[src/rtl/console_pkg.sv]
// Shared console definitions: TX state encoding, default console address and the
// strobe-to-character lane decoder also used by the simulation monitor.
package console_pkg;

    typedef enum logic [1:0] {
        IDLE  = 2'd0,
        START = 2'd1,
        DATA  = 2'd2,
        STOP  = 2'd3
    } tx_state_e;

    localparam logic [31:0] CONSOLE_ADDR_DEFAULT = 32'h01ff_fff0;

    // Returns {hit, char}; only the four whole-word strobe patterns carry a character.
    function automatic logic [8:0] lane_sel(input logic [15:0] strb, input logic [127:0] data);
        logic [8:0] res;
        res = 9'd0;
        case (strb)
            16'h000f: res = {1'b1, data[7:0]};
            16'h00f0: res = {1'b1, data[39:32]};
            16'h0f00: res = {1'b1, data[71:64]};
            16'hf000: res = {1'b1, data[103:96]};
            default:  res = 9'd0;
        endcase
        return res;
    endfunction

endpackage

[src/rtl/console_sync_fifo.sv]
// 8-bit synchronous FIFO with registered read data; pointers carry an extra wrap bit
// so full and empty are distinguished without a separate counter.
module console_sync_fifo #(
    parameter int DEPTH = 16
) (
    input  logic                     clk,
    input  logic                     rst,
    input  logic                     push,
    input  logic [7:0]               push_data,
    input  logic                     pop,
    output logic [7:0]               pop_data,
    output logic                     full,
    output logic                     empty,
    output logic [$clog2(DEPTH):0]   level
);
    localparam int AW = $clog2(DEPTH);

    logic [7:0]  mem [DEPTH];
    logic [AW:0] wr_ptr_reg;
    logic [AW:0] rd_ptr_reg;
    logic [7:0]  pop_data_reg;
    logic        do_push;
    logic        do_pop;

    assign empty    = (wr_ptr_reg == rd_ptr_reg);
    assign full     = (wr_ptr_reg[AW] != rd_ptr_reg[AW]) &&
                      (wr_ptr_reg[AW-1:0] == rd_ptr_reg[AW-1:0]);
    assign do_pop   = pop && !empty;
    // A pop in the same cycle frees the slot, so a push into a full FIFO still lands.
    assign do_push  = push && (!full || do_pop);
    assign level    = wr_ptr_reg - rd_ptr_reg;
    assign pop_data = pop_data_reg;

    always_ff @(posedge clk) begin
        if (do_push) begin
            mem[wr_ptr_reg[AW-1:0]] <= push_data;
        end
        if (do_pop) begin
            pop_data_reg <= mem[rd_ptr_reg[AW-1:0]];
        end
    end

    always_ff @(posedge clk) begin
        if (rst) begin
            wr_ptr_reg <= '0;
            rd_ptr_reg <= '0;
        end else begin
            if (do_push) wr_ptr_reg <= wr_ptr_reg + 1'b1;
            if (do_pop)  rd_ptr_reg <= rd_ptr_reg + 1'b1;
        end
    end

endmodule

[src/rtl/axi_console_uart_tx.sv]
// Observe-only console tap on the BIU write channel: captures console characters,
// buffers them and transmits each one as an 8N1 UART frame on uart_tx.
module axi_console_uart_tx
    import console_pkg::*;
#(
    parameter logic [31:0] CONSOLE_ADDR = CONSOLE_ADDR_DEFAULT,
    parameter int          FIFO_DEPTH   = 16,
    parameter int          BAUD_DIV     = 868
) (
    input  logic                          clk,
    input  logic                          rst,
    input  logic                          clk_en,
    input  logic                          wr_vld,
    input  logic [31:0]                   wr_addr,
    input  logic [3:0]                    wr_len,
    input  logic [15:0]                   wr_strb,
    input  logic [127:0]                  wr_data,
    output logic                          uart_tx,
    output logic                          tx_busy,
    output logic [$clog2(FIFO_DEPTH):0]   fifo_level,
    output logic [15:0]                   drop_cnt
);
    localparam int             BW        = (BAUD_DIV > 1) ? $clog2(BAUD_DIV) : 1;
    localparam logic [BW-1:0]  BAUD_LAST = BW'(BAUD_DIV - 1);

    logic [8:0]      lane;
    logic            cap_vld_reg;
    logic [7:0]      cap_char_reg;
    tx_state_e       state_reg;
    logic [BW-1:0]   baud_reg;
    logic [2:0]      bit_reg;
    logic [7:0]      shift_reg;
    logic            uart_tx_reg;
    logic            tx_busy_reg;
    logic [15:0]     drop_cnt_reg;
    logic            fifo_pop;
    logic            fifo_full;
    logic            fifo_empty;
    logic [7:0]      fifo_data;
    logic            baud_end;

    assign lane     = lane_sel(wr_strb, wr_data);
    assign fifo_pop = (state_reg == IDLE) && !fifo_empty;
    assign baud_end = (baud_reg == BAUD_LAST);

    assign uart_tx  = uart_tx_reg;
    assign tx_busy  = tx_busy_reg;
    assign drop_cnt = drop_cnt_reg;

    always_ff @(posedge clk) begin
        if (rst) begin
            cap_vld_reg <= 1'b0;
        end else begin
            cap_vld_reg <= wr_vld && clk_en && (wr_len == 4'd0) &&
                           (wr_addr == CONSOLE_ADDR) && lane[8];
        end
        cap_char_reg <= lane[7:0];
    end

    console_sync_fifo #(.DEPTH(FIFO_DEPTH)) u_fifo (
        .clk       (clk),
        .rst       (rst),
        .push      (cap_vld_reg),
        .push_data (cap_char_reg),
        .pop       (fifo_pop),
        .pop_data  (fifo_data),
        .full      (fifo_full),
        .empty     (fifo_empty),
        .level     (fifo_level)
    );

    always_ff @(posedge clk) begin
        if (rst) begin
            drop_cnt_reg <= 16'd0;
        end else if (cap_vld_reg && fifo_full && !fifo_pop && (drop_cnt_reg != 16'hffff)) begin
            drop_cnt_reg <= drop_cnt_reg + 16'd1;
        end
    end

    // uart_tx is driven from the state of the previous cycle, so the line trails the
    // FSM by one clock and the start bit falls one cycle after the pop.
    always_ff @(posedge clk) begin
        if (rst) begin
            state_reg   <= IDLE;
            baud_reg    <= '0;
            bit_reg     <= 3'd0;
            shift_reg   <= 8'd0;
            uart_tx_reg <= 1'b1;
            tx_busy_reg <= 1'b0;
        end else begin
            tx_busy_reg <= (state_reg != IDLE) || (fifo_level != '0);
            case (state_reg)
                IDLE: begin
                    uart_tx_reg <= 1'b1;
                    baud_reg    <= '0;
                    bit_reg     <= 3'd0;
                    if (fifo_pop) state_reg <= START;
                end
                START: begin
                    uart_tx_reg <= 1'b0;
                    if (baud_end) begin
                        baud_reg  <= '0;
                        shift_reg <= fifo_data;
                        state_reg <= DATA;
                    end else begin
                        baud_reg <= baud_reg + 1'b1;
                    end
                end
                DATA: begin
                    uart_tx_reg <= shift_reg[0];
                    if (baud_end) begin
                        baud_reg  <= '0;
                        shift_reg <= {1'b0, shift_reg[7:1]};
                        if (bit_reg == 3'd7) begin
                            bit_reg   <= 3'd0;
                            state_reg <= STOP;
                        end else begin
                            bit_reg <= bit_reg + 3'd1;
                        end
                    end else begin
                        baud_reg <= baud_reg + 1'b1;
                    end
                end
                STOP: begin
                    uart_tx_reg <= 1'b1;
                    if (baud_end) begin
                        baud_reg  <= '0;
                        state_reg <= IDLE;
                    end else begin
                        baud_reg <= baud_reg + 1'b1;
                    end
                end
                default: state_reg <= IDLE;
            endcase
        end
    end

endmodule

[config.mk]
export PLATFORM = sky130hd
export DESIGN_NAME = axi_console_uart_tx
export DESIGN_NICKNAME = d
export VERILOG_FILES = /design/src/rtl/console_pkg.sv /design/src/rtl/console_sync_fifo.sv /design/src/rtl/axi_console_uart_tx.sv
export SDC_FILE = /design/constraint.sdc
export NUM_CORES = 1
export LEC_CHECK = 0
export ABC_CLOCK_PERIOD_IN_PS = 3800
export BUFFER_PORTS_ARGS = -buffer_cell sky130_fd_sc_hd__buf_2
export CAP_MARGIN = 0
export CORE_ASPECT_RATIO = 0.6
export CORE_MARGIN = 4
export CORE_UTILIZATION = 53
export CTS_CLUSTER_SIZE = 28
export DETAILED_ROUTE_END_ITERATION = 12
export PLACE_DENSITY = 0.88
export SETUP_SLACK_MARGIN = 0.15
export SLEW_MARGIN = 20
export SYNTH_ARGS = -nofsm -noshare
export SYNTH_HDL_FRONTEND = slang
export SYNTH_SLANG_ARGS = --single-unit
[constraint.sdc]
create_clock -name clk -period 3.8 [get_ports clk]
set_clock_uncertainty 0.1 [all_clocks]
set_input_delay 0.76 -clock clk [delete_from_list [all_inputs] [get_ports clk]]
set_output_delay 0.76 -clock clk [all_outputs]
set_load 0.05 [all_outputs]
==> impl_metrics.sql, run 1 <==
INSERT INTO impl_metrics (metric_group, metric, value, unit) VALUES
('cells_and_area', 'final_layout_size_suffix_gt1_share', '26.31', '%'),
('status', 'outcome', 'finished, final reports clean', ''),
('clock_network', 'cts_buffers', '17', ''),
('place', 'hpwlAfterDp', '12.68', 'mm'),
('floorplan', 'chipHeight', '104.7', 'um'),
('logic_synthesis', 'synth-seq-area-share', '63.98', '%'),
('pwr', 'overall_power_consumption', '5089', 'uW'),
('drt', 'vias_per_cell', '5.902', ''),
('grt', 'grt_pass1_vias', '5577', ''),
('clock_network', 'cts_max_path_buffers', '2', ''),
('logic_synthesis', 'yosys_warnings', '0', ''),
('sta', 'max_freq', '302.7', 'MHz'),
('floorplan', 'die-width', '169.2', 'um'),
('grt', 'grt_overflow', '0', ''),
('sta', 'final.min_clock_period', '3304', 'ps'),
('cells_and_area', 'area.growth.synth_to_final', '16.87', '%'),
('drt', 'wirelength', '18.99', 'mm'),
('pwr', 'power-per-cell-area', '527.1', 'nW/um^2'),
('clock_network', 'clk_transition_reported_paths', '70', 'ps'),
('cells_and_area', 'num_antenna_cells', '0', ''),
('setup_path', 'arrival', '2440', 'ps'),
('floorplan', 'area_of_the_die', '17710', 'sq um'),
('setup_path', 'path_class', 'reg2out', ''),
('setup_path', 'crit_fanout', '10', ''),
('sta', 'slew_violations', '0', ''),
('logic_synthesis', 'synthCells', '614', ''),
('pwr', 'switching_share', '27.20', '%'),
('drt', 'routedWlPerCell', '20.04', 'um'),
('clock_network', 'postCtsSetupRepairBufs', '0', ''),
('sta', 'grt_setup_unrepaired', 'false', ''),
('grt', 'grt_pass1_wl', '30.02', 'mm'),
('place', 'routability_congestion_estimate', '0.8749', ''),
('drt', 'antenna_violating_nets_post_route', '0', ''),
('drt', 'detail_route.iter0.violations', '556', ''),
('clock_network', 'cts_hold_buf', '0', ''),
('setup_path', 'start_kind', 'flip-flop', ''),
('cells_and_area', 'fillers', '1102', ''),
('sta', 'final.period_utilization', '86.95', '%'),
('clock_network', 'post_cts.resized_instances', '0', ''),
('worst_hold_path', 'min_path_type', 'reg2reg', ''),
('clock_network', 'cts_sinks', '196', ''),
('logic_synthesis', 'distinct_cells_synth', '49', ''),
('pwr', 'power_frac_clock', '35.5', '%'),
('clock_network', 'cts_htree_levels', '4', ''),
('sta', 'relSlewSlack', '42.59', '%'),
('sta', 'tns', '0', 'ps'),
('drt', 'drt_first_pass_iters', '6', ''),
('drt', 'route.vias.total', '5595', ''),
('clock_network', 'clockRootBuffer', 'sky130_fd_sc_hd__clkbuf_16', ''),
('pwr', 'combinationalPowerShare', '18.4', '%'),
('floorplan', 'pin_count', '207', ''),
('drt', 'drc_errors', '0', ''),
('floorplan', 'coreArea', '15330', 'sq um'),
('sta', 'worstMarginPinSlew', '857.9', 'ps'),
('logic_synthesis', 'synth.ff_latch_count', '196', ''),
('logic_synthesis', 'synth.net_count', '816', ''),
('pwr', 'cellLeakagePower', '0.003725', 'uW'),
('logic_synthesis', 'synth-edff-count', '136', ''),
('logic_synthesis', 'synthesis.area_per_instance', '13.45', 'sq um'),
('grt', 'groute.usage.overall', '21.98', '%'),
('place', 'place.port_buffers', '110', ''),
('logic_synthesis', 'asyncSetResetFlopFracSynth', '0', '%'),
('pwr', 'total_switching_power', '1384', 'uW'),
('floorplan', 'initial_core_util', '53.89', '%'),
('grt', 'number_of_antenna_violations_at_the_first_check_in_global_routing', '0', ''),
('logic_synthesis', 'yosys_most_used_dff', 'sky130_fd_sc_hd__edfxtp_1', ''),
('cells_and_area', 'nNetsFinal', '934', ''),
('job', 'cap_violations', '0', ''),
('sta', 'setup_viol_count_final', '0', ''),
('pwr', 'p_int', '3705', 'uW'),
('sta', 'report.final.hold_viol_count', '0', ''),
('logic_synthesis', 'post_synth_instance_area', '8260', 'sq um'),
('grt', 'maximum_number_of_pins_on_one_net_before_global_route_repair', '43', ''),
('cells_and_area', 'largest_reg_flops', '128', ''),
('floorplan', 'std_cell_rows', '35', ''),
('setup_path', 'critPathRequiredTime', '2940', 'ps'),
('pwr', 'seq_power_share', '46.1', '%'),
('clock_network', 'worst_skew_pair.late_latency', '430', 'ps'),
('setup_path', 'kind_of_capture_point_of_the_worst_setup_path', 'output port', ''),
('pwr', 'ir_worst_vdd', '0.3028', 'mV'),
('clock_network', 'tritoncts', 'yes', '');
## worst max-delay path: stages (launching register included)
cell and delay, ps:
sky130_fd_sc_hd__dfxtp_1 500, sky130_fd_sc_hd__clkinv_1 400, sky130_fd_sc_hd__ha_1 470, sky130_fd_sc_hd__a21oi_1 170, sky130_fd_sc_hd__xnor2_1 170, sky130_fd_sc_hd__buf_2 300
## per-stage QoR
| step | std cells | instance area [sq um] | utilization, % | hold slack [ps] | setup slack [ps] |
|---|---|---|---|---|---|
| after floorplan | 614 | 8260 | - | 329.7 | 556.5 |
| after global routing | 948 | 9654 | 62.99 | 391.1 | 300.7 |
| after detailed placement | 916 | 9056 | 59.09 | 356.2 | 614.8 |
| after CTS | 948 | 9654 | 62.99 | 367.8 | 476.8 |
| final | 948 | 9654 | 62.99 | 363.5 | 495.9 |
| after global placement | 916 | 9056 | 59.09 | 340.0 | 678.7 |
## path summary, 6_finish.rpt
check,depth (start not counted),slack (ps),end,start
min,1,360,baud_reg[0]$_SDFF_PP0_,baud_reg[0]$_SDFF_PP0_
min reg2reg,1,360,baud_reg[0]$_SDFF_PP0_,baud_reg[0]$_SDFF_PP0_
max,5,500,fifo_level[4],u_fifo.rd_ptr_reg[3]$_SDFFE_PP0P_
max reg2reg,6,520,u_fifo.mem[15][0]$_DFFE_PP_,u_fifo.rd_ptr_reg[3]$_SDFFE_PP0P_
## cell type report
| class | count | area, sq um | area share (%) |
|---|---|---|---|
| flip-flops and latches | 196 | 5286 | 54.76 |
| clock inverters | 12 | 117.6 | 1.218 |
| clock buffers | 20 | 480.5 | 4.977 |
| multi-input cells | 376 | 2800 | 29.00 |
| repair buffers | 123 | 648.1 | 6.713 |
| well taps | 203 | 254.0 | 2.631 |
| inverters | 18 | 67.56 | 0.6998 |
## cell usage after synthesis, types with 2 or more instances
master / instances / area, sq um
sky130_fd_sc_hd__edfxtp_1: 136 / 4084
sky130_fd_sc_hd__nor2_1: 75 / 281.5
sky130_fd_sc_hd__nand2_1: 70 / 262.8
sky130_fd_sc_hd__dfxtp_1: 60 / 1201
sky130_fd_sc_hd__mux4_2: 32 / 720.7
sky130_fd_sc_hd__xnor2_1: 23 / 201.4
sky130_fd_sc_hd__a21oi_1: 19 / 95.09
sky130_fd_sc_hd__ha_1: 17 / 212.7
sky130_fd_sc_hd__nand4_1: 17 / 106.4
sky130_fd_sc_hd__inv_1: 15 / 56.30
sky130_fd_sc_hd__and3_1: 13 / 81.33
sky130_fd_sc_hd__clkbuf_1: 13 / 48.80
sky130_fd_sc_hd__nand3_1: 13 / 65.06
sky130_fd_sc_hd__nor4_1: 11 / 68.82
sky130_fd_sc_hd__nor3_1: 10 / 50.05
sky130_fd_sc_hd__mux2i_1: 9 / 90.09
sky130_fd_sc_hd__a222oi_1: 8 / 80.08
sky130_fd_sc_hd__a31oi_1: 8 / 50.05
sky130_fd_sc_hd__o21ai_0: 7 / 35.03
sky130_fd_sc_hd__xor2_1: 6 / 52.55
sky130_fd_sc_hd__and4_1: 5 / 43.79
sky130_fd_sc_hd__buf_2: 5 / 25.02
sky130_fd_sc_hd__or3_1: 5 / 31.28
sky130_fd_sc_hd__a32oi_1: 3 / 26.28
sky130_fd_sc_hd__buf_1: 3 / 11.26
sky130_fd_sc_hd__buf_4: 3 / 22.52
sky130_fd_sc_hd__a21o_1: 2 / 15.01
sky130_fd_sc_hd__clkinv_1: 2 / 7.510
sky130_fd_sc_hd__nand2b_1: 2 / 12.51
sky130_fd_sc_hd__nor4b_1: 2 / 17.52
sky130_fd_sc_hd__or4_1: 2 / 15.01
## routing by layer
layer  vias up  track usage [%]  wire, um
met2       292            33.18      8513
met1      2734            32.00      8465
met3        17            6.465      1856
met4         0            4.825       159
met5         -                0         0
li1       2552                -         -
## power by group through the flow
| stage | combinational, uW | clock (uW) | sequential [uW] |
|---|---|---|---|
| 2_1_floorplan | 686 | 0 | 2410 |
| 3_3_place_gp | 914 | 0 | 2390 |
| 3_5_place_dp | 923 | 0 | 2390 |
| 4_1_cts | 939 | 1830 | 2340 |
| 5_1_grt | 1010 | 1930 | 2350 |
| 6_report | 937 | 1810 | 2340 |
## cells by family (layout without fill, tap and decap cells)
kind of cell	after synthesis	in the layout	share of synthesized area, %
buf+inv	42	173	2.120
compound gates	55	55	4.544
flops	196	196	63.98
mux	41	41	9.815
xor+xnor	29	29	3.075
simple gates	233	233	13.65
fa+ha+maj	18	18	2.817
## layout by cell type, fill, tap and decap left out, drive strengths merged, types with 17 or more instances in the layout
master / count
a21oi: 19
xnor2: 23
nand4: 18
edfxtp: 136
ha: 17
mux4: 32
inv: 22
nor2: 75
buf: 123
nand2: 70
clkbuf: 20
dfxtp: 60
Power figures use the tool's default switching activity.
==> run 2: changes to the inputs <==
ABC_CLOCK_PERIOD_IN_PS = 2720   (was 3800)
CORE_UTILIZATION = 48   (was 53)
PLACE_DENSITY = 0.84   (was 0.88)
clock period = 2.72 ns   (was 3.8 ns; I/O delays follow)
==> impl_metrics.sql, run 2 (synthesis gave the netlist of run 1 again) <==
INSERT INTO impl_metrics (metric_group, metric, value, unit) VALUES
('grt', 'groute.usage.overall', '20.80', '%'),
('setup_path', 'crit_fanout', '3', ''),
('drt', 'detail_route.iter0.violations', '695', ''),
('sta', 'grt_setup_unrepaired', 'true', ''),
('drt', 'wirelength', '19.83', 'mm'),
('worst_hold_path', 'min_path_type', 'in2reg', ''),
('pwr', 'cellLeakagePower', '0.003821', 'uW'),
('grt', 'grt_overflow', '0', ''),
('drt', 'drc_errors', '0', ''),
('clock_network', 'cts_htree_levels', '4', ''),
('cells_and_area', 'num_antenna_cells', '0', ''),
('setup_path', 'largest_stage_delay_on_the_critical_path', '350', 'ps'),
('setup_path', 'kind_of_capture_point_of_the_worst_setup_path', 'output port', ''),
('cells_and_area', 'postLayoutCoreUtil', '59.56', '%'),
('grt', 'global_route.peak_usage_layer', 'met1', ''),
('setup_path', 'ff2ff_setup_slack', '290', 'ps'),
('clock_network', 'clk_transition_reported_paths', '80', 'ps'),
('setup_path', 'critical_path.slowest_cell', 'sky130_fd_sc_hd__dfxtp_2', ''),
('setup_path', 'timing.critical_path.cells', 'inv_2 > ha_2 > fa_2 > inv_1 > a21o_1 > a21oi_2 > xnor2_2 > buf_6', ''),
('drt', 'vias_per_cell', '5.820', ''),
('sta', 'max_freq', '380.4', 'MHz'),
('sta', 'relSlewSlack', '53.01', '%'),
('grt', 'number_of_antenna_violations_at_the_first_check_in_global_routing', '0', ''),
('floorplan', 'chipHeight', '109.6', 'um'),
('cells_and_area', 'multiInputGateArea', '2874', 'sq um'),
('floorplan', 'pin_count', '207', ''),
('pwr', 'power-per-cell-area', '711.4', 'nW/um^2'),
('grt', 'grt.met3_usage', '4.192', '%'),
('sta', 'final.hold.worst_slack', '199.1', 'ps'),
('grt', 'maximum_number_of_pins_on_one_net_before_global_route_repair', '41', ''),
('place', 'hpwlAfterDp', '13.57', 'mm'),
('cells_and_area', 'final_layout_size_suffix_gt1_share', '30.26', '%'),
('floorplan', 'area_of_the_die', '19440', 'sq um'),
('cells_and_area', 'fillers', '1257', ''),
('setup_path', 'crit_family', 'adder cells', ''),
('clock_network', 'cts_max_path_buffers', '2', ''),
('grt', 'grt_pass1_vias', '5559', ''),
('grt', 'global_route.usage.met2', '30.40', '%'),
('sta', 'final.min_clock_period', '2629', 'ps'),
('place', 'place.port_buffers', '110', ''),
('cells_and_area', 'finalNonFillerCells', '988', ''),
('floorplan', 'std_cell_rows', '36', ''),
('floorplan', 'die-width', '177.4', 'um'),
('drt', 'route.vias.total', '5750', ''),
('clock_network', 'cts_sinks', '196', ''),
('place', 'place.detailed.instances', '955', ''),
('drt', 'antenna_violating_nets_post_route', '0', ''),
('cells_and_area', 'nNetsFinal', '949', ''),
('cells_and_area', 'mostFrequentLayoutCells', 'sky130_fd_sc_hd__edfxtp_1 (136), sky130_fd_sc_hd__buf_2 (107), sky130_fd_sc_hd__nor2_1 (73)', ''),
('clock_network', 'clockRootBuffer', 'sky130_fd_sc_hd__clkbuf_16', ''),
('sta', 'tns', '0', 'ps'),
('job', 'cap_violations', '0', ''),
('drt', 'routedWlPerCell', '20.07', 'um'),
('grt', 'grt_pass1_wl', '30.51', 'mm'),
('setup_path', 'path_class', 'reg2out', ''),
('sta', 'slew_violations', '0', ''),
('place', 'routability_congestion_estimate', '0.8490', ''),
('grt', 'global_route_met1_utilization', '31.82', '%'),
('setup_path', 'critPathBufInv', '3', ''),
('clock_network', 'tritoncts', 'yes', ''),
('drt', 'drt_first_pass_iters', '6', ''),
('sta', 'setup_viol_count_final', '0', ''),
('sta', 'final.period_utilization', '96.64', '%'),
('sta', 'worstMarginPinSlew', '703.9', 'ps'),
('clock_network', 'worst_skew_pair.late_latency', '430', 'ps'),
('cells_and_area', 'largest_reg_flops', '128', ''),
('status', 'outcome', 'finished, final reports clean', ''),
('setup_path', 'start_kind', 'flip-flop', ''),
('cells_and_area', 'ff_latch_area', '5293', 'sq um'),
('sta', 'report.final.hold_viol_count', '0', ''),
('cells_and_area', 'mostFrequentLayoutCell', 'sky130_fd_sc_hd__edfxtp_1', ''),
('floorplan', 'initial_core_util', '49.97', '%'),
('setup_path', 'critPathRequiredTime', '2080', 'ps'),
('setup_path', 'arrival', '1980', 'ps'),
('clock_network', 'cts_buffers', '17', ''),
('pwr', 'ir_worst_vdd', '0.5274', 'mV'),
('cells_and_area', 'area.growth.synth_to_final', '19.19', '%'),
('floorplan', 'coreArea', '16530', 'sq um');
## run 2: cell types whose count changed in the layout (fill, tap and decap cells not counted), sizes merged
| cell | before | now |
|---|---|---|
| inv | 22 | 26 |
| buf | 123 | 138 |
| clkinvlp | 1 | 0 |
| clkbuf | 20 | 19 |
| bufinv | 2 | 0 |
## run 2: final timing paths
check | to | cells past startpoint | start
max reg2reg | drop_cnt[14]$_SDFFE_PP0P_ | 8 | u_fifo.rd_ptr_reg[3]$_SDFFE_PP0P_
max | fifo_level[4] | 8 | u_fifo.wr_ptr_reg[0]$_SDFFE_PP0P_
min | cap_char_reg[3]$_DFF_P_ | 3 | wr_data[67]
min reg2reg | baud_reg[0]$_SDFF_PP0_ | 1 | baud_reg[0]$_SDFF_PP0_
## run 2: per-stage QoR
stage	area, sq um	power [uW]	setup WS, ps
floorplan	8309	4347	48.60
global placement	9240	4616	232.9
detailed placement	9240	4647	217.3
CTS	9827	7020	66.76
global route	9846	7272	21.33
finish	9846	7004	91.47
## run 2: layer usage
| metal | share of wire [%] | vias up |
|---|---|---|
| met5 | 0 | - |
| met4 | 1.6 | 0 |
| met3 | 8.2 | 34 |
| met2 | 44 | 286 |
| met1 | 46 | 2842 |
| li1 | - | 2588 |
## run 2: final cells by class
cell class	count	share of cell area, %
Sequential cell	196	53.76
Multi-Input combinational cell	376	29.19
Timing Repair Buffer	138	7.879
Clock buffer	19	4.410
Tap cell	228	2.897
Clock inverter	13	1.118
Inverter	18	0.7498
## run 2: power by group
part	internal, uW	switching [uW]	leakage [uW]
clock	1210	1170	0.000275
sequential	3240	31.5	0.00196
combinational	589	766	0.00158
total	5040	1960	0.00382
## run 2: worst min-delay path, stage by stage
cell                      delay (ps)
sky130_fd_sc_hd__buf_2            70
sky130_fd_sc_hd__nand2_1          40
sky130_fd_sc_hd__nand2_1          40
## run 2: timing repair
action	CTS	global route
gates resized for setup	14	6
setup endpoints to repair	4	23
gates cloned	0	0
pin swaps	1	1
setup buffers	1	0
hold buffers	0	0
